### src/rtl/fxp_conv_pkg.sv
// Shared types and constants for the fixed-point to scaled-integer converter.
package fxp_conv_pkg;

  // Operand word layout: sign | integer bit | 8 fraction bits.
  localparam int unsigned FXP_W        = 10;
  localparam int unsigned FXP_SIGN_BIT = 9;
  localparam int unsigned FXP_FRAC_W   = 8;
  localparam int unsigned FXP_MAG_W    = FXP_W - 1;

  // Scale factor, consumed LSB-first one bit per multiply cycle.
  localparam logic [FXP_W-1:0] SCALE_CONST = 10'd1000;

  // Multiply sequencer sizing: 511 * 1000 fits in 19 bits.
  localparam int unsigned ACC_W = 19;
  localparam int unsigned CNT_W = 4;
  localparam logic [CNT_W-1:0] CNT_LAST = 4'd9;

  // Controller states.
  typedef enum logic [1:0] {
    IDLE = 2'd0,
    MUL  = 2'd1,
    OUT  = 2'd2
  } conv_state_e;

endpackage

### src/rtl/fxp_mul1000_seq.sv
// Sequential shift-add multiply of a sign-magnitude operand by 1000, then >>8 with sign.
module fxp_mul1000_seq
  import fxp_conv_pkg::*;
#(
  parameter int unsigned OUT_W = 32
) (
  input  logic             clk,
  input  logic             rst_n,
  input  logic             i_start,
  input  logic [FXP_W-1:0] i_operand,
  output logic             o_done_c,
  output logic [OUT_W-1:0] o_result
);

  localparam int unsigned QUOT_W = ACC_W - FXP_FRAC_W;

  logic                 r_sign;
  logic [FXP_MAG_W-1:0] r_mag;
  logic [ACC_W-1:0]     r_acc;
  logic [CNT_W-1:0]     r_cnt;
  logic                 r_active;
  logic [OUT_W-1:0]     r_result;

  logic [ACC_W-1:0]     w_addend;
  logic [ACC_W-1:0]     w_acc_next;
  logic [QUOT_W-1:0]    w_quot;
  logic [OUT_W-1:0]     w_quot_ext;
  logic [OUT_W-1:0]     w_signed;

  // Partial product for the current constant bit, and the final truncate/sign fix.
  always_comb begin
    w_addend = '0;
    if (SCALE_CONST[r_cnt]) begin
      w_addend = ACC_W'(r_mag) << r_cnt;
    end
    w_acc_next = r_acc + w_addend;
    w_quot     = w_acc_next[ACC_W-1:FXP_FRAC_W];
    w_quot_ext = OUT_W'(w_quot);
    w_signed   = r_sign ? (~w_quot_ext + OUT_W'(1)) : w_quot_ext;
  end

  assign o_done_c = r_active && (r_cnt == CNT_LAST);
  assign o_result = r_result;

  // Operand capture on start, one accumulate step per cycle, result write on the last step.
  always_ff @(posedge clk or negedge rst_n) begin
    if (!rst_n) begin
      r_sign   <= 1'b0;
      r_mag    <= '0;
      r_acc    <= '0;
      r_cnt    <= '0;
      r_active <= 1'b0;
      r_result <= '0;
    end else if (i_start) begin
      r_sign   <= i_operand[FXP_SIGN_BIT];
      r_mag    <= i_operand[FXP_MAG_W-1:0];
      r_acc    <= '0;
      r_cnt    <= '0;
      r_active <= 1'b1;
    end else if (r_active) begin
      r_acc <= w_acc_next;
      if (o_done_c) begin
        r_result <= w_signed;
        r_active <= 1'b0;
        r_cnt    <= '0;
      end else begin
        r_cnt <= r_cnt + CNT_W'(1);
      end
    end
  end

endmodule

### src/rtl/fxp_conv_arbiter.sv
// Round-robin arbiter sharing one fixed-point x1000 converter among NREQ requesters.
module fxp_conv_arbiter
  import fxp_conv_pkg::*;
#(
  parameter int unsigned NREQ  = 4,
  parameter int unsigned OUT_W = 32
) (
  input  logic                    clk,
  input  logic                    rst_n,
  input  logic [NREQ-1:0]         req_valid,
  input  logic [NREQ*FXP_W-1:0]   req_data,
  output logic [NREQ-1:0]         req_ready,
  output logic                    res_valid,
  input  logic                    res_ready,
  output logic [OUT_W-1:0]        res_data,
  output logic [$clog2(NREQ)-1:0] res_tag,
  output logic                    busy
);

  localparam int unsigned TAG_W = $clog2(NREQ);
  localparam logic [TAG_W-1:0] LAST_IDX = TAG_W'(NREQ - 1);

  conv_state_e      r_state;
  logic [TAG_W-1:0] r_ptr;
  logic [TAG_W-1:0] r_tag;
  logic             r_res_valid;

  logic             w_any;
  int unsigned      w_idx;
  logic [TAG_W-1:0] w_grant_idx;
  logic [TAG_W-1:0] w_ptr_next;
  logic [FXP_W-1:0] w_operand;
  logic             w_start;
  logic             w_done;

  // First valid requester searching upward from the priority pointer, with wrap.
  always_comb begin
    w_any       = 1'b0;
    w_grant_idx = '0;
    w_idx       = 0;
    for (int k = 0; k < int'(NREQ); k++) begin
      w_idx = int'(r_ptr) + k;
      if (w_idx >= NREQ) begin
        w_idx = w_idx - NREQ;
      end
      if (!w_any && req_valid[TAG_W'(w_idx)]) begin
        w_any       = 1'b1;
        w_grant_idx = TAG_W'(w_idx);
      end
    end
  end

  // Pointer moves to the requester just after the winner.
  always_comb begin
    w_ptr_next = (w_grant_idx == LAST_IDX) ? '0 : w_grant_idx + TAG_W'(1);
  end

  // Select the winning requester's operand word.
  always_comb begin
    w_operand = '0;
    for (int i = 0; i < int'(NREQ); i++) begin
      if (w_grant_idx == TAG_W'(i)) begin
        w_operand = req_data[i*FXP_W +: FXP_W];
      end
    end
  end

  // Accept pulse only in IDLE; held low throughout reset.
  always_comb begin
    req_ready = '0;
    if (rst_n && (r_state == IDLE) && w_any) begin
      req_ready[w_grant_idx] = 1'b1;
    end
  end

  assign w_start = (r_state == IDLE) && w_any;

  fxp_mul1000_seq #(
    .OUT_W (OUT_W)
  ) u_mul (
    .clk       (clk),
    .rst_n     (rst_n),
    .i_start   (w_start),
    .i_operand (w_operand),
    .o_done_c  (w_done),
    .o_result  (res_data)
  );

  // Controller FSM: grant and tag capture, multiply wait, result hold until taken.
  always_ff @(posedge clk or negedge rst_n) begin
    if (!rst_n) begin
      r_state     <= IDLE;
      r_ptr       <= '0;
      r_tag       <= '0;
      r_res_valid <= 1'b0;
    end else begin
      case (r_state)
        IDLE: begin
          if (w_any) begin
            r_tag   <= w_grant_idx;
            r_ptr   <= w_ptr_next;
            r_state <= MUL;
          end
        end
        MUL: begin
          if (w_done) begin
            r_res_valid <= 1'b1;
            r_state     <= OUT;
          end
        end
        OUT: begin
          if (res_ready) begin
            r_res_valid <= 1'b0;
            r_state     <= IDLE;
          end
        end
        default: begin
          r_res_valid <= 1'b0;
          r_state     <= IDLE;
        end
      endcase
    end
  end

  assign res_valid = r_res_valid;
  assign res_tag   = r_tag;
  assign busy      = (r_state != IDLE);

endmodule
### config.mk
export PLATFORM = sky130hd
export DESIGN_NAME = fxp_conv_arbiter
export DESIGN_NICKNAME = d
export VERILOG_FILES = /design/src/rtl/fxp_conv_pkg.sv /design/src/rtl/fxp_mul1000_seq.sv /design/src/rtl/fxp_conv_arbiter.sv
export SDC_FILE = /design/constraint.sdc
export NUM_CORES = 1
export LEC_CHECK = 0
export CAP_MARGIN = 20
export CORE_ASPECT_RATIO = 0.9
export CORE_MARGIN = 1.5
export CORE_UTILIZATION = 45
export CTS_BUF_LIST = sky130_fd_sc_hd__clkbuf_2
export CTS_CLUSTER_DIAMETER = 40
export DETAILED_ROUTE_END_ITERATION = 10
export PLACE_DENSITY_LB_ADDON = 0.08
export SLEW_MARGIN = 20
export SYNTH_ARGS = -nofsm -noshare
export SYNTH_HDL_FRONTEND = slang
export SYNTH_SLANG_ARGS = --single-unit
### constraint.sdc
create_clock -name clk -period 5.8 [get_ports clk]
set_input_delay 1.16 -clock clk [delete_from_list [all_inputs] [get_ports clk]]
set_output_delay 1.16 -clock clk [all_outputs]
set_load 0.02 [all_outputs]
==> flow_summary.toml, run 1 <==
[clocking]
clockBufferDepth = 2
postCtsSetupRepairBufs = 0
cts_made_buffers = 9
cts_resized = 0
clk_latency_ns = 0.56
postCtsHoldBufs = 0
cts_sinks = 62
cts_tree = "done"
cts.clk_slew.worst_paths_ns = 0.21
h-tree-depth = 3
root_buffer = "clkbuf_2"

[synth]
ys_async_sr_fraction_pct = 100
synth-main-ff-cell = "dfrtp_1"
synth.most_common_cell = "nand2_1"
synth_cell_type_count = 58
yosys_warnings = 0
ys_top_cells_by_count = "nand2_1, nor2_1, dfrtp_1, a21oi_1, o21ai_0"
synth_area_um2 = 4690
syn_area_per_cell_um2 = 8.09
synth_top_area_share_pct = 33.1
ys_seq_area_share_pct = 33.1
synth_area_leaders = "dfrtp_1, ha_1, nand2_1, nor2_1, a21oi_1"
syn_inst = 580
synth-edff-count = 0
synth_top_area_cell = "dfrtp_1"
ys_ff_latch = 62
synth_fp_nets = 655

[place]
hpwl_um = 9250
placed_cells = 760
port_buffers = 86
gp_congestion = 0.949
post-place-ws_ns = 0.691

[critical_path]
worst-setup-path-type = "reg2reg"
cp.depth = 17
endpoint_kind = "register"
crit_end = "u_mul.o_result[10]$_DFFE_PN0P_"
r2r_slack_ns = 0.61
crit_path_cell_trace = "inv_1, ha_1, a211oi_1, buf_4, nand2_1, o22ai_1, ha_1, and3_1, a2111o_1, a221oi_4, mux2i_1, nand2_1, or4b_4, nor2_2, ha_1, mux2i_1, o21ai_0"
reg2reg_from = "u_mul.r_cnt[0]$_DFFE_PN0P_"
startpoint_type = "register"
cp_max_fo = 20
cpPeakStageDelay_ns = 0.80
path_buf_inv = 2
cp.required_ns = 6.20
worstPathArrival_ns = 5.59
crit_start = "u_mul.r_cnt[0]$_DFFE_PN0P_"
reg2reg_depth = 17
crit_family = "compound AO/OA/AOI/OAI gates"
crit_top_cell = "ha_1"
slowest_stage = "dfrtp_1"
reg2reg_to = "u_mul.o_result[10]$_DFFE_PN0P_"

[floorplanning]
die-area_um2 = 11000
ios = 87
die_w_um = 111
rows = 35
initial_core_util_pct = 46.0
core_um2 = 10200
fp.dieH_um = 99.9

[route]
drt_wl_total_um = 12200
vias = 4355
viasPerCell = 5.61
drc = 0
drtPass1Iterations = 5
drt-wirelength-per-cell_um = 15.7
drt-initial-drc-count = 216
antenna_left = 0

[pwr]
p_sw_w = 0.00168
internal_power_w = 0.00170
pwr-share-seq_pct = 25.3
powerDensity_nw_per_um2 = 592
p_clk_share_pct = 10.0
p_sw_share_pct = 49.6
combPwrFrac_pct = 64.7
ir_worst_vdd_mv = 0.297
leakage_nw = 2.52

[timing]
fin_crit_ns = 5.19
post-route-period-util_pct = 89.5
setup_slack_ns = 0.612
max-slew-margin-rel_pct = 33.2
tightestPinTransition_ns = 0.999
slew_viol_final = 0
setup_viol = 0
rsz0062_at_grt = "no"
max_clock_freq_ghz = 0.193
clock_skew_ns = 0.0503
tns_ns = 0
hold_viol_final = 0

[global_routing]
antenna_found_initial = 0
grt_max_degree = 63
first_global_vias = 4013
grtUsageTotal_pct = 22.5
grt_pass1_wl_um = 20000
gr-total-overflow = 0

[cells_and_area]
synthToLayoutAreaGrowth_pct = 21.7
drive_gt1_share_pct = 6.18
finalNetCount = 717
stdcell_count = 776
diodes = 0

[worst_hold_path]
hp-class = "reg2reg"

[run_status]
status = "finished clean"

[job]
maxCapViolCount = 0
-- kinds of logic (layout without fill, tap and decap cells) --
logic type	after synthesis	after routing	share of synthesized area, %
AOI/OAI and AO/OA	174	174	23.3
DFF	62	62	33.1
buffers and inverters	57	124	5.60
adders and majority gates	28	28	7.63
xor gates and xnor gates	21	21	3.92
and+or+nand+nor	213	213	20.2
muxes	25	25	6.29
-- worst register-to-register path, cell delays in order (launching register included) --
cell and delay [ns]:
dfrtp_1 0.80, inv_1 0.19, ha_1 0.26, a211oi_1 0.23
buf_4 0.17, nand2_1 0.10, o22ai_1 0.23, ha_1 0.37
and3_1 0.22, a2111o_1 0.45, a221oi_4 0.32, mux2i_1 0.27
nand2_1 0.16, or4b_4 0.58, nor2_2 0.22, ha_1 0.27
mux2i_1 0.14, o21ai_0 0.09
-- routing by layer --
metal	wire, um	up-vias	GRT usage [%]
met4	196	0	6.61
met3	408	21	4.41
li1	-	2185	-
met2	5810	90	37.8
met1	5760	2059	29.8
met5	0	-	0
-- placed cells by master, fill, tap and decap left out, types with 9 or more instances in the layout --
cell             Yosys  final
clkdlybuf4s50_1      0     85
nand2_1             80     80
nor2_1              77     77
dfrtp_1             62     61
a21oi_1             57     56
o21ai_0             47     47
ha_1                27     27
xnor2_1             16     16
mux2i_1             16     16
inv_1               15     15
a211oi_1            14     14
and3_1              11     11
a22oi_1             10     10
clkbuf_2             0      9
-- flip-flops by register name (all words and copies together) (netlist names) --
signal and cells:
r_ptr 2, r_state 2, res_tag 2, res_valid 1, u_mul.o_result 21, u_mul.r_acc 19
u_mul.r_active 1, u_mul.r_cnt 4, u_mul.r_mag 9, u_mul.r_sign 1
-- layout make-up --
cell class / instances / area (um2)
timing repair buffer: 92 / 901
sequential: 62 / 1550
fill: 989 / 4500
clock inverter: 7 / 106
tap: 129 / 161
multi-input combinational: 461 / 2880
clock buffer: 9 / 45.0
inverter: 16 / 60.1
-- power groups by stage --
stage	sequential [W]	clock, W	combinational [W]
after global placement	0.000855	0	0.00215
final	0.000855	0.000339	0.00219
after detailed placement	0.000864	0	0.00217
after global routing	0.000889	0.000371	0.00244
after floorplan	0.000819	0	0.00163
after CTS	0.000853	0.000350	0.00218
-- through the flow --
step / instance area [um2] / power [W] / util (%) / hold WS [ns]
after floorplan: 4690 / 0.00245 / - / 0.451
after global placement: 5560 / 0.00300 / 54.4 / 0.461
after detailed placement: 5560 / 0.00303 / 54.4 / 0.466
after CTS: 5710 / 0.00339 / 55.9 / 0.512
after global routing: 5710 / 0.00370 / 55.9 / 0.543
final: 5710 / 0.00338 / 55.9 / 0.505
-- how the worst min path moves through the flow --
stage / endpoint / from / depth (start not counted) / slack (ns)
after floorplan: r_state[0]$_DFFE_PN0P_ / r_state[1]$_DFFE_PN0P_ / 1 / 0.45
after global placement: u_mul.o_result[25]$_DFFE_PN0P_ / u_mul.o_result[25]$_DFFE_PN0P_ / 2 / 0.46
after detailed placement: u_mul.o_result[17]$_DFFE_PN0P_ / u_mul.o_result[17]$_DFFE_PN0P_ / 2 / 0.47
after CTS: r_state[0]$_DFFE_PN0P_ / r_state[1]$_DFFE_PN0P_ / 1 / 0.51
after global routing: r_state[0]$_DFFE_PN0P_ / r_state[1]$_DFFE_PN0P_ / 1 / 0.54
final: r_state[0]$_DFFE_PN0P_ / r_state[1]$_DFFE_PN0P_ / 1 / 0.50
No activity file was read; power rests on OpenSTA's default activity.
==> run 2: changes to the inputs <==
ABC_CLOCK_PERIOD_IN_PS = 5800   (was unset)
==> results of run 2 <==
No change in the layout: final DEF, timing and power equal those of run 1.
